==> src/rtl/uds_fetch_if.sv <==
// rtl/uds_fetch_if.sv - control, UDS responder bus and word stream signals of uds_fetch
interface uds_fetch_if;
  logic        start;
  logic        busy;
  logic        done;
  logic        error;
  logic        uds_cs;
  logic        uds_en;
  logic [2:0]  uds_address;
  logic [31:0] uds_read_data;
  logic        uds_ready;
  logic        word_valid;
  logic        word_ready;
  logic [31:0] word_data;
  logic [2:0]  word_index;

  modport master (
    input  start, uds_read_data, uds_ready, word_ready,
    output busy, done, error, uds_cs, uds_en, uds_address,
           word_valid, word_data, word_index
  );

  modport slave (
    output start, uds_read_data, uds_ready, word_ready,
    input  busy, done, error, uds_cs, uds_en, uds_address,
           word_valid, word_data, word_index
  );
endinterface

==> src/rtl/uds_fetch.sv <==
// rtl/uds_fetch.sv - read-once UDS fetch engine: one bus read per word, streamed out, scrubbed after handoff
module uds_fetch #(
  parameter int unsigned NUM_WORDS      = 8,
  parameter int unsigned TIMEOUT_CYCLES = 16
) (
  input  logic        clk,
  input  logic        reset_n,
  uds_fetch_if.master bus
);
  localparam logic [2:0] LAST_IDX = 3'(NUM_WORDS - 1);
  localparam logic [7:0] TO_LAST  = 8'(TIMEOUT_CYCLES - 1);

  typedef enum logic [2:0] {S_IDLE, S_REQ, S_OUT, S_DONE, S_ERROR} state_t;

  state_t      state_q, state_d;
  logic [2:0]  idx_q, idx_d;
  logic [7:0]  cnt_q, cnt_d;
  logic        busy_q, busy_d;
  logic        done_q, done_d;
  logic        error_q, error_d;
  logic        cs_q, cs_d;
  logic        en_q, en_d;
  logic [2:0]  addr_q, addr_d;
  logic        valid_q, valid_d;
  logic [31:0] data_q, data_d;
  logic [2:0]  index_q, index_d;

  always_ff @(posedge clk) begin
    if (!reset_n) begin
      state_q <= S_IDLE;
      idx_q   <= 3'd0;
      cnt_q   <= 8'd0;
      busy_q  <= 1'b0;
      done_q  <= 1'b0;
      error_q <= 1'b0;
      cs_q    <= 1'b0;
      en_q    <= 1'b0;
      addr_q  <= 3'd0;
      valid_q <= 1'b0;
      data_q  <= 32'd0;
      index_q <= 3'd0;
    end else begin
      state_q <= state_d;
      idx_q   <= idx_d;
      cnt_q   <= cnt_d;
      busy_q  <= busy_d;
      done_q  <= done_d;
      error_q <= error_d;
      cs_q    <= cs_d;
      en_q    <= en_d;
      addr_q  <= addr_d;
      valid_q <= valid_d;
      data_q  <= data_d;
      index_q <= index_d;
    end
  end

  always_comb begin
    state_d = state_q;
    idx_d   = idx_q;
    cnt_d   = cnt_q;
    busy_d  = busy_q;
    done_d  = done_q;
    error_d = error_q;
    cs_d    = cs_q;
    en_d    = en_q;
    addr_d  = addr_q;
    valid_d = valid_q;
    data_d  = data_q;
    index_d = index_q;

    unique case (state_q)
      S_IDLE: begin
        if (bus.start) begin
          state_d = S_REQ;
          idx_d   = 3'd0;
          cnt_d   = 8'd0;
          busy_d  = 1'b1;
          cs_d    = 1'b1;
          en_d    = 1'b1;
          addr_d  = 3'd0;
        end
      end
      S_REQ: begin
        // cs/en drop on the capture edge so each address sees exactly one read
        if (bus.uds_ready) begin
          state_d = S_OUT;
          cs_d    = 1'b0;
          en_d    = 1'b0;
          valid_d = 1'b1;
          data_d  = bus.uds_read_data;
          index_d = idx_q;
        end else if (cnt_q == TO_LAST) begin
          state_d = S_ERROR;
          error_d = 1'b1;
          busy_d  = 1'b0;
          cs_d    = 1'b0;
          en_d    = 1'b0;
          valid_d = 1'b0;
          data_d  = 32'd0;
        end else begin
          cnt_d = cnt_q + 8'd1;
        end
      end
      S_OUT: begin
        if (bus.word_ready) begin
          valid_d = 1'b0;
          data_d  = 32'd0;
          if (idx_q == LAST_IDX) begin
            state_d = S_DONE;
            done_d  = 1'b1;
            busy_d  = 1'b0;
          end else begin
            state_d = S_REQ;
            idx_d   = idx_q + 3'd1;
            cnt_d   = 8'd0;
            cs_d    = 1'b1;
            en_d    = 1'b1;
            addr_d  = idx_q + 3'd1;
          end
        end
      end
      S_DONE:  ;
      S_ERROR: ;
      default: state_d = S_IDLE;
    endcase
  end

  assign bus.busy        = busy_q;
  assign bus.done        = done_q;
  assign bus.error       = error_q;
  assign bus.uds_cs      = cs_q;
  assign bus.uds_en      = en_q;
  assign bus.uds_address = addr_q;
  assign bus.word_valid  = valid_q;
  assign bus.word_data   = data_q;
  assign bus.word_index  = index_q;
endmodule
==> src/flat_wrapper.sv <==
// flat-port wrapper written by rule: the top's interface ports become plain ports
module uds_fetch_flat 
#(
  parameter int unsigned NUM_WORDS      = 8,
  parameter int unsigned TIMEOUT_CYCLES = 16
)
  (clk, reset_n, bus_start, bus_uds_read_data, bus_uds_ready, bus_word_ready, bus_busy, bus_done, bus_error, bus_uds_cs, bus_uds_en, bus_uds_address, bus_word_valid, bus_word_data, bus_word_index);
  uds_fetch_if bus_i ();
  input  logic clk;
  input  logic reset_n;
  input wire logic [$bits(bus_i.start)-1:0] bus_start;
  input wire logic [$bits(bus_i.uds_read_data)-1:0] bus_uds_read_data;
  input wire logic [$bits(bus_i.uds_ready)-1:0] bus_uds_ready;
  input wire logic [$bits(bus_i.word_ready)-1:0] bus_word_ready;
  output wire logic [$bits(bus_i.busy)-1:0] bus_busy;
  output wire logic [$bits(bus_i.done)-1:0] bus_done;
  output wire logic [$bits(bus_i.error)-1:0] bus_error;
  output wire logic [$bits(bus_i.uds_cs)-1:0] bus_uds_cs;
  output wire logic [$bits(bus_i.uds_en)-1:0] bus_uds_en;
  output wire logic [$bits(bus_i.uds_address)-1:0] bus_uds_address;
  output wire logic [$bits(bus_i.word_valid)-1:0] bus_word_valid;
  output wire logic [$bits(bus_i.word_data)-1:0] bus_word_data;
  output wire logic [$bits(bus_i.word_index)-1:0] bus_word_index;
  assign bus_i.start = bus_start;
  assign bus_i.uds_read_data = bus_uds_read_data;
  assign bus_i.uds_ready = bus_uds_ready;
  assign bus_i.word_ready = bus_word_ready;
  assign bus_busy = bus_i.busy;
  assign bus_done = bus_i.done;
  assign bus_error = bus_i.error;
  assign bus_uds_cs = bus_i.uds_cs;
  assign bus_uds_en = bus_i.uds_en;
  assign bus_uds_address = bus_i.uds_address;
  assign bus_word_valid = bus_i.word_valid;
  assign bus_word_data = bus_i.word_data;
  assign bus_word_index = bus_i.word_index;
  uds_fetch #(.NUM_WORDS(NUM_WORDS), .TIMEOUT_CYCLES(TIMEOUT_CYCLES)) u_core (.clk(clk), .reset_n(reset_n), .bus(bus_i));
endmodule
==> config.mk <==
export PLATFORM = sky130hd
export DESIGN_NAME = uds_fetch_flat
export DESIGN_NICKNAME = d
export VERILOG_FILES = /design/src/rtl/uds_fetch_if.sv /design/src/rtl/uds_fetch.sv /design/src/flat_wrapper.sv
export SDC_FILE = /design/constraint.sdc
export NUM_CORES = 1
export LEC_CHECK = 0
export ABC_AREA = 1
export CORE_MARGIN = 2
export CORE_UTILIZATION = 42
export CTS_BUF_LIST = sky130_fd_sc_hd__clkbuf_8
export CTS_CLUSTER_SIZE = 25
export DETAILED_ROUTE_END_ITERATION = 10
export PLACE_DENSITY = 0.78
export REMOVE_ABC_BUFFERS = 1
export SLEW_MARGIN = 20
export SYNTH_ARGS = -nofsm -noshare
export SYNTH_HDL_FRONTEND = slang
export SYNTH_SLANG_ARGS = --single-unit
==> constraint.sdc <==
create_clock -name clk -period 1.5 [get_ports clk]
set_clock_uncertainty 0.1 [all_clocks]
set_input_delay 0.3 -clock clk [delete_from_list [all_inputs] [get_ports clk]]
set_output_delay 0.3 -clock clk [all_outputs]
set_load 0.05 [all_outputs]
==> results of run 1 <==
==> worst max-delay path, delay by kind of cell, from the launching register on <==
kind	cells	cell delay [ps]
flip-flops	1	390
AND/OR/NAND/NOR	3	500
AO/OA/AOI/OAI	2	430
buffers and inverters	1	140
==> synth_stat cells <==
library cell	n	area [µm²]
a21oi_1	51	255.2
buf_2	4	20.02
buf_4	1	7.510
buf_6	3	33.78
clkbuf_1	5	18.77
clkinv_1	1	3.750
dfxtp_1	54	1081
ha_1	3	37.54
inv_1	22	82.58
inv_2	2	7.510
nand2_1	112	420.4
nand2_2	2	12.51
nand2_4	1	11.26
nand3_1	23	115.1
nand3_2	1	10.01
nand4_1	1	6.260
nor2_1	22	82.58
nor2_2	3	18.77
nor2_4	1	11.26
nor3_1	1	5.000
nor3b_1	1	7.510
o211a_1	1	10.01
o21a_1	1	7.510
o21ai_0	6	30.03
o21ai_1	1	5.000
==> area by class of cell <==
type	count	area [µm²]
Multi-Input combinational cell	233	1319
Sequential cell	54	1095
Clock buffer	5	68.82
Tap cell	70	87.58
Inverter	25	96.34
Fill cell	266	910.9
Timing Repair Buffer	121	1614
Clock inverter	2	13.76
==> worst max-delay path by stage <==
stage	start	to	slack [ps]	depth (start not counted)
after global placement	bus_word_ready	u_core.cnt_q[0]$_SDFFE_PN0P_	-280	8
after floorplan	u_core.bus.uds_address[0]$_SDFFE_PN0P_	u_core.cnt_q[0]$_SDFFE_PN0P_	-360	8
after detailed placement	bus_word_ready	u_core.bus.word_data[4]$_SDFFE_PN0P_	-330	8
after CTS	u_core.state_q[2]$_SDFFE_PN0P_	u_core.state_q[0]$_SDFFE_PN0P_	7	9
final	u_core.state_q[1]$_SDFFE_PN0P_	u_core.cnt_q[4]$_SDFFE_PN0P_	-130	6
after global routing	u_core.state_q[1]$_SDFFE_PN0P_	u_core.cnt_q[4]$_SDFFE_PN0P_	-230	7
==> metrics by stage <==
stage | instances | power (mW) | worst slack, ps | hold slack (ps)
2_1_floorplan | 310 | 3.547 | -364.4 | 317.5
3_3_place_gp | 489 | 4.993 | -280.5 | 375.3
3_5_place_dp | 489 | 5.061 | -332.0 | 382.5
4_1_cts | 501 | 6.166 | 7.427 | 397.0
5_1_grt | 510 | 7.180 | -229.2 | 419.4
6_report | 510 | 6.891 | -135.0 | 404.2
==> registers in the layout, indices dropped and copies added, names as in the netlist <==
register,flops
u_core.bus.busy,1
u_core.bus.done,1
u_core.bus.error,1
u_core.bus.uds_address,3
u_core.bus.uds_cs,1
u_core.bus.word_data,32
u_core.bus.word_index,3
u_core.bus.word_valid,1
u_core.cnt_q,8
u_core.state_q,3
==> power by group through the flow <==
stage	logic, mW	clock network [mW]	registers [mW]
2_1_floorplan	1.09	0	2.45
3_3_place_gp	3.08	0	1.92
3_5_place_dp	3.13	0	1.93
4_1_cts	3.43	0.821	1.91
5_1_grt	4.30	0.888	1.99
6_report	4.10	0.830	1.96
==> metal layers <==
layer	track usage	routed length (µm)	up-vias
met5	0	0	-
met1	0.2680	3259	1328
li1	-	-	1271
met4	0.08596	266	0
met2	0.4198	4561	130
met3	0.04828	547	23
==> what timing repair did <==
action / 4_1_cts / 5_1_grt
setup endpoints to repair: 49 / 53
gates resized for setup: 26 / 49
setup buffers: 4 / 8
pin swaps: 9 / 18
cloned: 1 / 1
==> cell families after synthesis <==
logic type,count (synthesis),share of synthesized area
fa+ha+maj,3,0.01631
buf+inv,38,0.07559
flops,54,0.4698
compound gates,60,0.1338
simple gates,168,0.3045
==> cell usage in the layout (no fill, tap or decap), types with 2 or more instances in the layout <==
master,synthesis,layout
nand2_2,2,8
buf_4,1,33
nand2_4,1,8
buf_6,3,4
a21oi_1,51,42
nor2_2,3,4
buf_12,0,48
dfxtp_2,0,5
nand2_1,112,99
a21oi_2,0,9
nand2_8,0,2
o21ai_1,1,3
nor2_4,1,5
clkdlybuf4s50_1,0,36
nand3_4,0,3
nand3_1,23,18
nor2_1,22,17
ha_4,0,3
nand3_2,1,3
o21ai_0,6,3
dfxtp_1,54,47
inv_2,2,2
dfxtp_4,0,2
clkbuf_8,0,5
inv_1,22,21
==> summary.md, run 1 <==
| Metric | Value |
|---|---|
| Util after Layout | `0.8250` |
| Internal power | `about 3.7 mW` |
| GR Overflow Total | `0` |
| Worst-path clk slew | `~100 ps` |
| Fin crit share | `1.090` |
| Synthesized area per cell | `7.124 µm²` |
| Crit path required time | `about 1700 ps` |
| Starting Density | `0.4421` |
| Synth cell types | `25` |
| Critical path type | `flip-flop to flip-flop` |
| Cell Rows | `26` |
| Unrepaired setup endpoints after global routing | `true` |
| TritonRoute pass-1 iters | `5` |
| FF-to-FF Start | `u_core.state_q[1]$_SDFFE_PN0P_` |
| CTS tree | `yes` |
| CTS max path bufs | `2` |
| Slew Limit Fails | `0` |
| Placed Area | `around 0.0038 mm²` |
| Switch share | `0.4583` |
| Sw power | `3.158 mW` |
| Hpwl dp | `4791 µm` |
| Clock Sinks | `54` |
| Die height | `78.02 µm` |
| Failing checks | `negative setup slack` |
| Hold EP | `u_core.bus.word_data[12]$_SDFFE_PN0P_` |
| Die span in x | `78.02 µm` |
| Mapped Cells | `323` |
| IO Count | `81` |
| Yosys warns | `0` |
| Routed wire length | `8634 µm` |
| Sequential power share | `0.285` |
| Peak supply drop | `1.327 mV` |
| Maximum clock frequency | `between 0.6 and 0.7 GHz` |
| Register-to-Register Setup Slack | `-130 ps` |
| Comb pwr share | `0.595` |
| Setup Total Neg Slack | `-2530 ps` |
| CP max FO | `7` |
| Worst R2R End | `u_core.cnt_q[4]$_SDFFE_PN0P_` |
| CP max-delay cell | `dfxtp_4` |
| Port bufs | `80` |
| PnR worst setup slack | `-135.0 ps` |
| Largest net degree at the start of global routing | `36` |
| Hold crit path type | `flip-flop to flip-flop` |
| Hold depth | `2` |
| Die area | `around 0.006 mm²` |
| Ant diodes | `0` |
| Area added between synthesis and finish | `86.62%` |
| Final Setup Violations | `44` |
| Tightest Pin Transition | `305.6 ps` |
| # Max-Cap Violations | `0` |
| Seq/Total Area, Yosys | `0.4698` |
| Max incr delay on CP | `390 ps` |
| First-pass GRT wire length | `11210 µm` |
| Core region area | `0.005205 mm²` |
| Mapped Area | `0.002301 mm²` |
| Routed vias/inst | `5.396` |
| Final count of hold timing violations | `0` |
| Fraction of layout cells with a size suffix above 1 | `0.3409` |
| Worst rel slew slack | `0.7963` |
| Crit end category | `flip-flop` |
| GPL Wtd Cong | `0.9040` |
| Static Leak | `approximately 1.7 nW` |
| Worst-Skew Late Latency | `320 ps` |
| Final instance area | `~0.0043 mm²` |
| DRC violations left | `0` |
| Routed WL per cell | `roughly 17 µm` |
| Setup crit start kind | `flip-flop` |
| Power density of the placed cells | `1605 mW/mm²` |
| Initial DRC count | `199` |
| Clock network power share | `0.120` |
| Status | `finished, violations left` |
| Tmin final | `1635 ps` |
| Hold_sp | `u_core.bus.word_data[12]$_SDFFE_PN0P_` |
| Vias post-DR | `2752` |
| Vias in the first global route | `roughly 2400` |
| Fin nets | `480` |
| Antenna-violating nets left | `0` |
| Clk Tree Root Cell | `clkbuf_8` |
| Worst-case reg-to-reg path depth | `6` |
| CTS Buf Count | `5` |
| Initial antenna violation count | `0` |
| CP arrival | `1790 ps` |
| Htree depth | `2` |
| Total GRT Usage | `0.2317` |
| Yosys reg bits | `54` |
| Hold_buf cts | `0` |
| CP Cell Sequence | `a21oi_1 -> nand3_1 -> nor2_4 -> buf_6 -> nand3_2 -> a21oi_2` |
No activity file was read; power rests on OpenSTA's default activity.
==> run 2: changes to the inputs <==
--- a/config.mk
+++ b/config.mk
@@ -11,6 +11,7 @@
 export CTS_BUF_LIST = sky130_fd_sc_hd__clkbuf_8
 export CTS_CLUSTER_SIZE = 25
 export DETAILED_ROUTE_END_ITERATION = 10
+export GPL_TIMING_DRIVEN = 0
 export PLACE_DENSITY = 0.78
 export REMOVE_ABC_BUFFERS = 1
 export SLEW_MARGIN = 20
==> run 2 against run 1 <==
The flow still finishes with violations (negative setup slack). Count of clock-buffer cells in the layout did not move. Worst hold slack got worse by 74 ps. Routed wire length fell by 14%. Register-to-register slack improved by 40 ps. Sequential share of layout area rose by 3.7 points. Non-clock buffer count fell by 30. Combinational power fell by 12%. Total power fell by 7.7%. Flip-flop and latch count did not move. Utilization fell by 9.9 points. Sequential power barely moved. First-iteration DRC count rose by 12%.
==> summary.md, run 2 (synthesized netlist as in run 1, its figures left out) <==
| Metric | Value |
|---|---|
| Total GRT Usage | `0.2066` |
| Vias in the first global route | `2058` |
| Setup Total Neg Slack | `-2440 ps` |
| Die height | `78.02 µm` |
| Tmin final | `1598 ps` |
| Worst-case reg-to-reg path depth | `8` |
| Worst-path clk slew | `100 ps` |
| Final Non-Filler Cells | `roughly 480` |
| Largest net degree at the start of global routing | `46` |
| IO Count | `81` |
| GPL Wtd Cong | `0.9134` |
| Initial antenna violation count | `0` |
| Final count of hold timing violations | `0` |
| Final Setup Violations | `43` |
| Worst R2R End | `u_core.bus.word_data[26]$_SDFFE_PN0P_` |
| Crit path to | `u_core.bus.word_data[26]$_SDFFE_PN0P_` |
| Vias post-DR | `about 2500` |
| Crit path required time | `1580 ps` |
| Commonest non-fill, non-tap cells in the layout | `nand2_1, dfxtp_1, a21oi_1, clkdlybuf4s50_1, clkdlybuf4s15_2` |
| Core region area | `0.005205 mm²` |
| Setup crit start kind | `flip-flop` |
| PnR worst setup slack | `-97.64 ps` |
| Power density of the placed cells | `1684 mW/mm²` |
| Worst-Skew Late Latency | `300 ps` |
| Worst rel slew slack | `0.7229` |
| CTS tree | `yes` |
| GR Overflow Total | `0` |
| Crit end category | `flip-flop` |
| Initial DRC count | `223` |
| Die span in x | `78.02 µm` |
| Static Leak | `~1.5 nW` |
| Routed WL per cell | `about 15 µm` |
| Hpwl dp | `3900 µm` |
| Commonest non-fill, non-tap cell in the layout | `nand2_1` |
| CP arrival | `1680 ps` |
| Port bufs | `80` |
| Critical path type | `flip-flop to flip-flop` |
| CTS Buf Count | `5` |
| Peak supply drop | `around 1.3 mV` |
| Routed wire length | `approximately 7400 µm` |
| CP startpoint | `u_core.cnt_q[1]$_SDFFE_PN0P_` |
| Area added between synthesis and finish | `64.17%` |
| Unrepaired setup endpoints after global routing | `true` |
| # Max-Cap Violations | `0` |
| Post-Place Worst Slack | `-913.8 ps` |
| Clock Sinks | `54` |
| FF-to-FF Start | `u_core.cnt_q[1]$_SDFFE_PN0P_` |
| Hold crit path type | `primary input to flip-flop` |
| Register-to-Register Setup Slack | `-100 ps` |
| Ant diodes | `0` |
| Fin nets | `between 400 and 500` |
| Slew Limit Fails | `0` |
| Antenna-violating nets left | `0` |
| TritonRoute pass-1 iters | `4` |
| First-pass GRT wire length | `roughly 10000 µm` |
| Tightest Pin Transition | `between 400 and 500 ps` |
| Fraction of layout cells with a size suffix above 1 | `0.3641` |
| DRC violations left | `0` |
| CTS max path bufs | `2` |
| Cell Rows | `26` |
| Die area | `0.006086 mm²` |
| Starting Density | `0.4421` |
| Maximum clock frequency | `0.6259 GHz` |
| Failing checks | `negative setup slack` |
| Max FFs per register | `32` |
| Routed vias/inst | `5.232` |
| Fin crit share | `1.065` |
| Placed insts | `460` |
| Status | `finished, violations left` |
| Clk Tree Root Cell | `clkbuf_8` |
| CP max FO | `8` |
| Htree depth | `2` |
[run 2: per-stage QoR]
stage          instance area (µm²)  hold WS (ps)  utilization  total power, mW
5_1_grt                       3777         348.4       0.7257            6.690
3_5_place_dp                  3109         343.0       0.5974            4.314
6_report                      3777         330.2       0.7257            6.361
3_3_place_gp                  3109         340.9       0.5974            4.271
4_1_cts                       3446         357.9       0.6620            5.485
2_1_floorplan                 2221         317.5            -            3.547
[run 2: critical path, stage by stage (launching register included)]
cell and delay (ps):
dfxtp_4 380, ha_4 170, nand3_4 100, nor2_4 200, nor2_4 80, nand2_8 170, nand2_4 130, nand2_1 90
a21oi_1 60
[run 2: repair_timing]
action / CTS / global route
setup endpoints to repair: 97 / 53
cloned: 2 / 2
setup buffers: 5 / 6
hold buffers: 0 / 0
pin swaps: 12 / 23
gates resized for setup: 171 / 99
[run 2: worst min path at each step]
stage,from,end,slack [ps],cells after the start
after global placement,u_core.bus.error$_SDFFE_PN0P_,u_core.bus.error$_SDFFE_PN0P_,340,2
final,reset_n,u_core.state_q[0]$_SDFFE_PN0P_,330,3
after floorplan,reset_n,u_core.bus.done$_SDFFE_PN0P_,320,1
after detailed placement,u_core.bus.error$_SDFFE_PN0P_,u_core.bus.error$_SDFFE_PN0P_,340,2
after CTS,u_core.bus.error$_SDFFE_PN0P_,u_core.bus.error$_SDFFE_PN0P_,360,2
after global routing,reset_n,u_core.cnt_q[5]$_SDFFE_PN0P_,350,3
[run 2: cell type report]
class | count | area (µm²)
clock buffer | 5 | 68.82
clock inverter | 2 | 13.76
fill | 378 | 1428
inverter | 25 | 120.1
multi-input combinational | 235 | 1481
sequential | 54 | 1104
tap | 70 | 87.58
timing repair buffer | 91 | 902.1
[run 2: where the power goes]
part / leakage (nW) / internal, mW / total [mW] / switching [mW]
Combinational: 0.969 / 1.19 / 3.61 / 2.42
Sequential: 0.444 / 1.69 / 1.93 / 0.246
Clock: 0.0444 / 0.325 / 0.818 / 0.493
[run 2: layer usage]
| layer | part of all wire | wire, µm | GRT usage |
|---|---|---|---|
| met1 | 0.40 | 2959 | 0.2665 |
| met2 | 0.52 | 3846 | 0.3621 |
| met3 | 0.051 | 379 | 0.02529 |
| met4 | 0.031 | 227 | 0.06140 |
| met5 | 0 | 0 | 0 |
==> run 3: changes to the inputs <==
--- a/config.mk
+++ b/config.mk
@@ -6,7 +6,7 @@
 export NUM_CORES = 1
 export LEC_CHECK = 0
 export ABC_AREA = 1
-export CORE_MARGIN = 2
+export CORE_MARGIN = 4
 export CORE_UTILIZATION = 42
 export CTS_BUF_LIST = sky130_fd_sc_hd__clkbuf_8
 export CTS_CLUSTER_SIZE = 25
==> run 3 against run 2 <==
The run still ends with negative setup slack left. Via count up 1.5%. Global-route usage down 0.25 points. First-iteration DRC count down 23%. Non-clock buffer count up 9. Combinational power up 2%. Clock power up 10%. Setup slack worse by 22 ps. Register-to-register slack worse by 20 ps. Count of clock-buffer cells in the layout unchanged. Cell count up 2.1%. Flip-flop and latch count unchanged. Highest routed layer unchanged.
==> summary.md, run 3 (synthesized netlist as in run 1, its figures left out) <==
| Metric | Value |
|---|---|
| Fraction of layout cells with a size suffix above 1 | `0.3768` |
| Failing checks | `negative setup slack` |
| Antenna-violating nets left | `0` |
| First-pass GRT wire length | `between 10000 and 15000 µm` |
| CP bufs+invs | `1` |
| CP max FO | `5` |
| Final count of hold timing violations | `0` |
| Crit path required time | `~1700 ps` |
| Unrepaired setup endpoints after global routing | `true` |
| Commonest non-fill, non-tap cells in the layout | `nand2_1, dfxtp_1, clkdlybuf4s50_1, a21oi_1, clkdlybuf4s15_2` |
| Placed insts | `460` |
| Core region area | `0.005205 mm²` |
| CP arrival | `around 1800 ps` |
| Max incr delay on CP | `just under 400 ps` |
| CTS Buf Count | `5` |
| Post-Place Worst Slack | `-880.9 ps` |
| Register-to-Register Setup Slack | `-120 ps` |
| Crit end category | `flip-flop` |
| # Max-Cap Violations | `0` |
| CP startpoint | `u_core.state_q[1]$_SDFFE_PN0P_` |
| Vias post-DR | `2560` |
| Worst R2R End | `u_core.state_q[0]$_SDFFE_PN0P_` |
| Fin crit share | `1.080` |
| Hpwl dp | `4193 µm` |
| Max FFs per register | `32` |
| Port bufs | `80` |
| Worst-case reg-to-reg path depth | `7` |
| GR Overflow Total | `0` |
| Die height | `approximately 82 µm` |
| Critical path type | `flip-flop to flip-flop` |
| Initial DRC count | `172` |
| CTS max path bufs | `2` |
| Commonest non-fill, non-tap cell in the layout | `nand2_1` |
| Peak supply drop | `roughly 1.2 mV` |
| Routed WL per cell | `15.66 µm` |
| Largest net degree at the start of global routing | `46` |
| Worst path most repeated cell | `a21oi_1` |
| Routed wire length | `roughly 7700 µm` |
| IO Count | `81` |
| CP max-delay cell | `dfxtp_4` |
| Worst-Skew Late Latency | `between 300 and 400 ps` |
| Static Leak | `1.504 nW` |
| Routed vias/inst | `5.203` |
| DRC violations left | `0` |
| Clock Sinks | `54` |
| Stages on worst setup path | `7` |
| Setup Total Neg Slack | `-2431 ps` |
| Initial antenna violation count | `0` |
| GPL Wtd Cong | `0.8787` |
| Power consumption | `6.518 mW` |
| Cell Rows | `26` |
| Starting Density | `0.4421` |
| Status | `finished, violations left` |
| Area added between synthesis and finish | `66.29%` |
| WHS | `360.7 ps` |
| Slew Limit Fails | `0` |
| PnR worst setup slack | `-119.6 ps` |
| Setup crit start kind | `flip-flop` |
| Fin nets | `461` |
| Worst-path clk slew | `110 ps` |
| Final Setup Violations | `between 40 and 50` |
| Tmin final | `1620 ps` |
| Die span in x | `a little over 80 µm` |
| Tightest Pin Transition | `411.9 ps` |
| Hold crit path type | `flip-flop to flip-flop` |
| Crit path to | `u_core.state_q[0]$_SDFFE_PN0P_` |
| CP Cell Sequence | `a21oi_1 -> inv_1 -> a21oi_1 -> nand2_4 -> nand2_2 -> nand2_1 -> nor2_1` |
| Clk Tree Root Cell | `clkbuf_8` |
| Total GRT Usage | `0.2040` |
| CTS tree | `yes` |
| FF-to-FF Start | `u_core.state_q[1]$_SDFFE_PN0P_` |
| Maximum clock frequency | `about 0.6 GHz` |
| TritonRoute pass-1 iters | `4` |
| Power density of the placed cells | `1704 mW/mm²` |
| Worst rel slew slack | `0.7246` |
| Die area | `0.006726 mm²` |
| Critical path's top delay family | `compound AO/OA/AOI/OAI gates` |
| Htree depth | `2` |
| Vias in the first global route | `2290` |
| Final Non-Filler Cells | `492` |
| Ant diodes | `0` |
## run 3: power breakdown
group / internal (mW) / switching, mW
combinational: 1.25 / 2.44
sequential: 1.69 / 0.241
clock: 0.348 / 0.554
total: 3.29 / 3.23
## run 3: layout make-up
| class | count | area (µm²) |
|---|---|---|
| Clock buffer | 5 | 68.82 |
| Clock inverter | 3 | 28.78 |
| Fill cell | 362 | 1379 |
| Inverter | 25 | 126.4 |
| Multi-Input combinational cell | 235 | 1480 |
| Sequential cell | 54 | 1101 |
| Tap cell | 70 | 87.58 |
| Timing Repair Buffer | 100 | 933.4 |
## run 3: timing repair
action | 4_1_cts | 5_1_grt
hold buffers | 0 | 0
endpoints found under the setup margin | 97 | 65
resized for setup | 179 | 102
gates cloned | 4 | 0
buffers inserted | 8 | 12
pin swaps | 12 | 26
## run 3: worst min-delay path, stage by stage (launching register included)
cell and delay, ps:
dfxtp_1 330, nand2_2 60, a21oi_2 40
## run 3: metrics by stage
stage,instance area [µm²],utilization
after floorplan,2221,-
after global placement,3109,0.5974
after detailed placement,3109,0.5974
after CTS,3546,0.6813
after global routing,3826,0.7351
final,3826,0.7351
## run 3: per-layer routing
layer / global-route usage / vias to the layer above / part of all wire
met5: 0 / - / 0
met4: 0.07973 / 0 / 0.030
met3: 0.04386 / 24 / 0.056
met2: 0.3554 / 107 / 0.53
met1: 0.2432 / 1185 / 0.38
li1: - / 1244 / -
## run 3: worst min-delay path by stage
stage / from / endpoint / slack (ps) / cells past startpoint
after CTS: u_core.bus.word_data[10]$_SDFFE_PN0P_ / u_core.bus.word_data[10]$_SDFFE_PN0P_ / 370 / 2
after global routing: u_core.bus.word_data[13]$_SDFFE_PN0P_ / u_core.bus.word_data[13]$_SDFFE_PN0P_ / 380 / 2
after floorplan: reset_n / u_core.bus.done$_SDFFE_PN0P_ / 320 / 1
final: u_core.bus.word_data[10]$_SDFFE_PN0P_ / u_core.bus.word_data[10]$_SDFFE_PN0P_ / 360 / 2
after global placement: u_core.bus.error$_SDFFE_PN0P_ / u_core.bus.error$_SDFFE_PN0P_ / 340 / 2
after detailed placement: u_core.bus.word_data[31]$_SDFFE_PN0P_ / u_core.bus.word_data[31]$_SDFFE_PN0P_ / 350 / 2
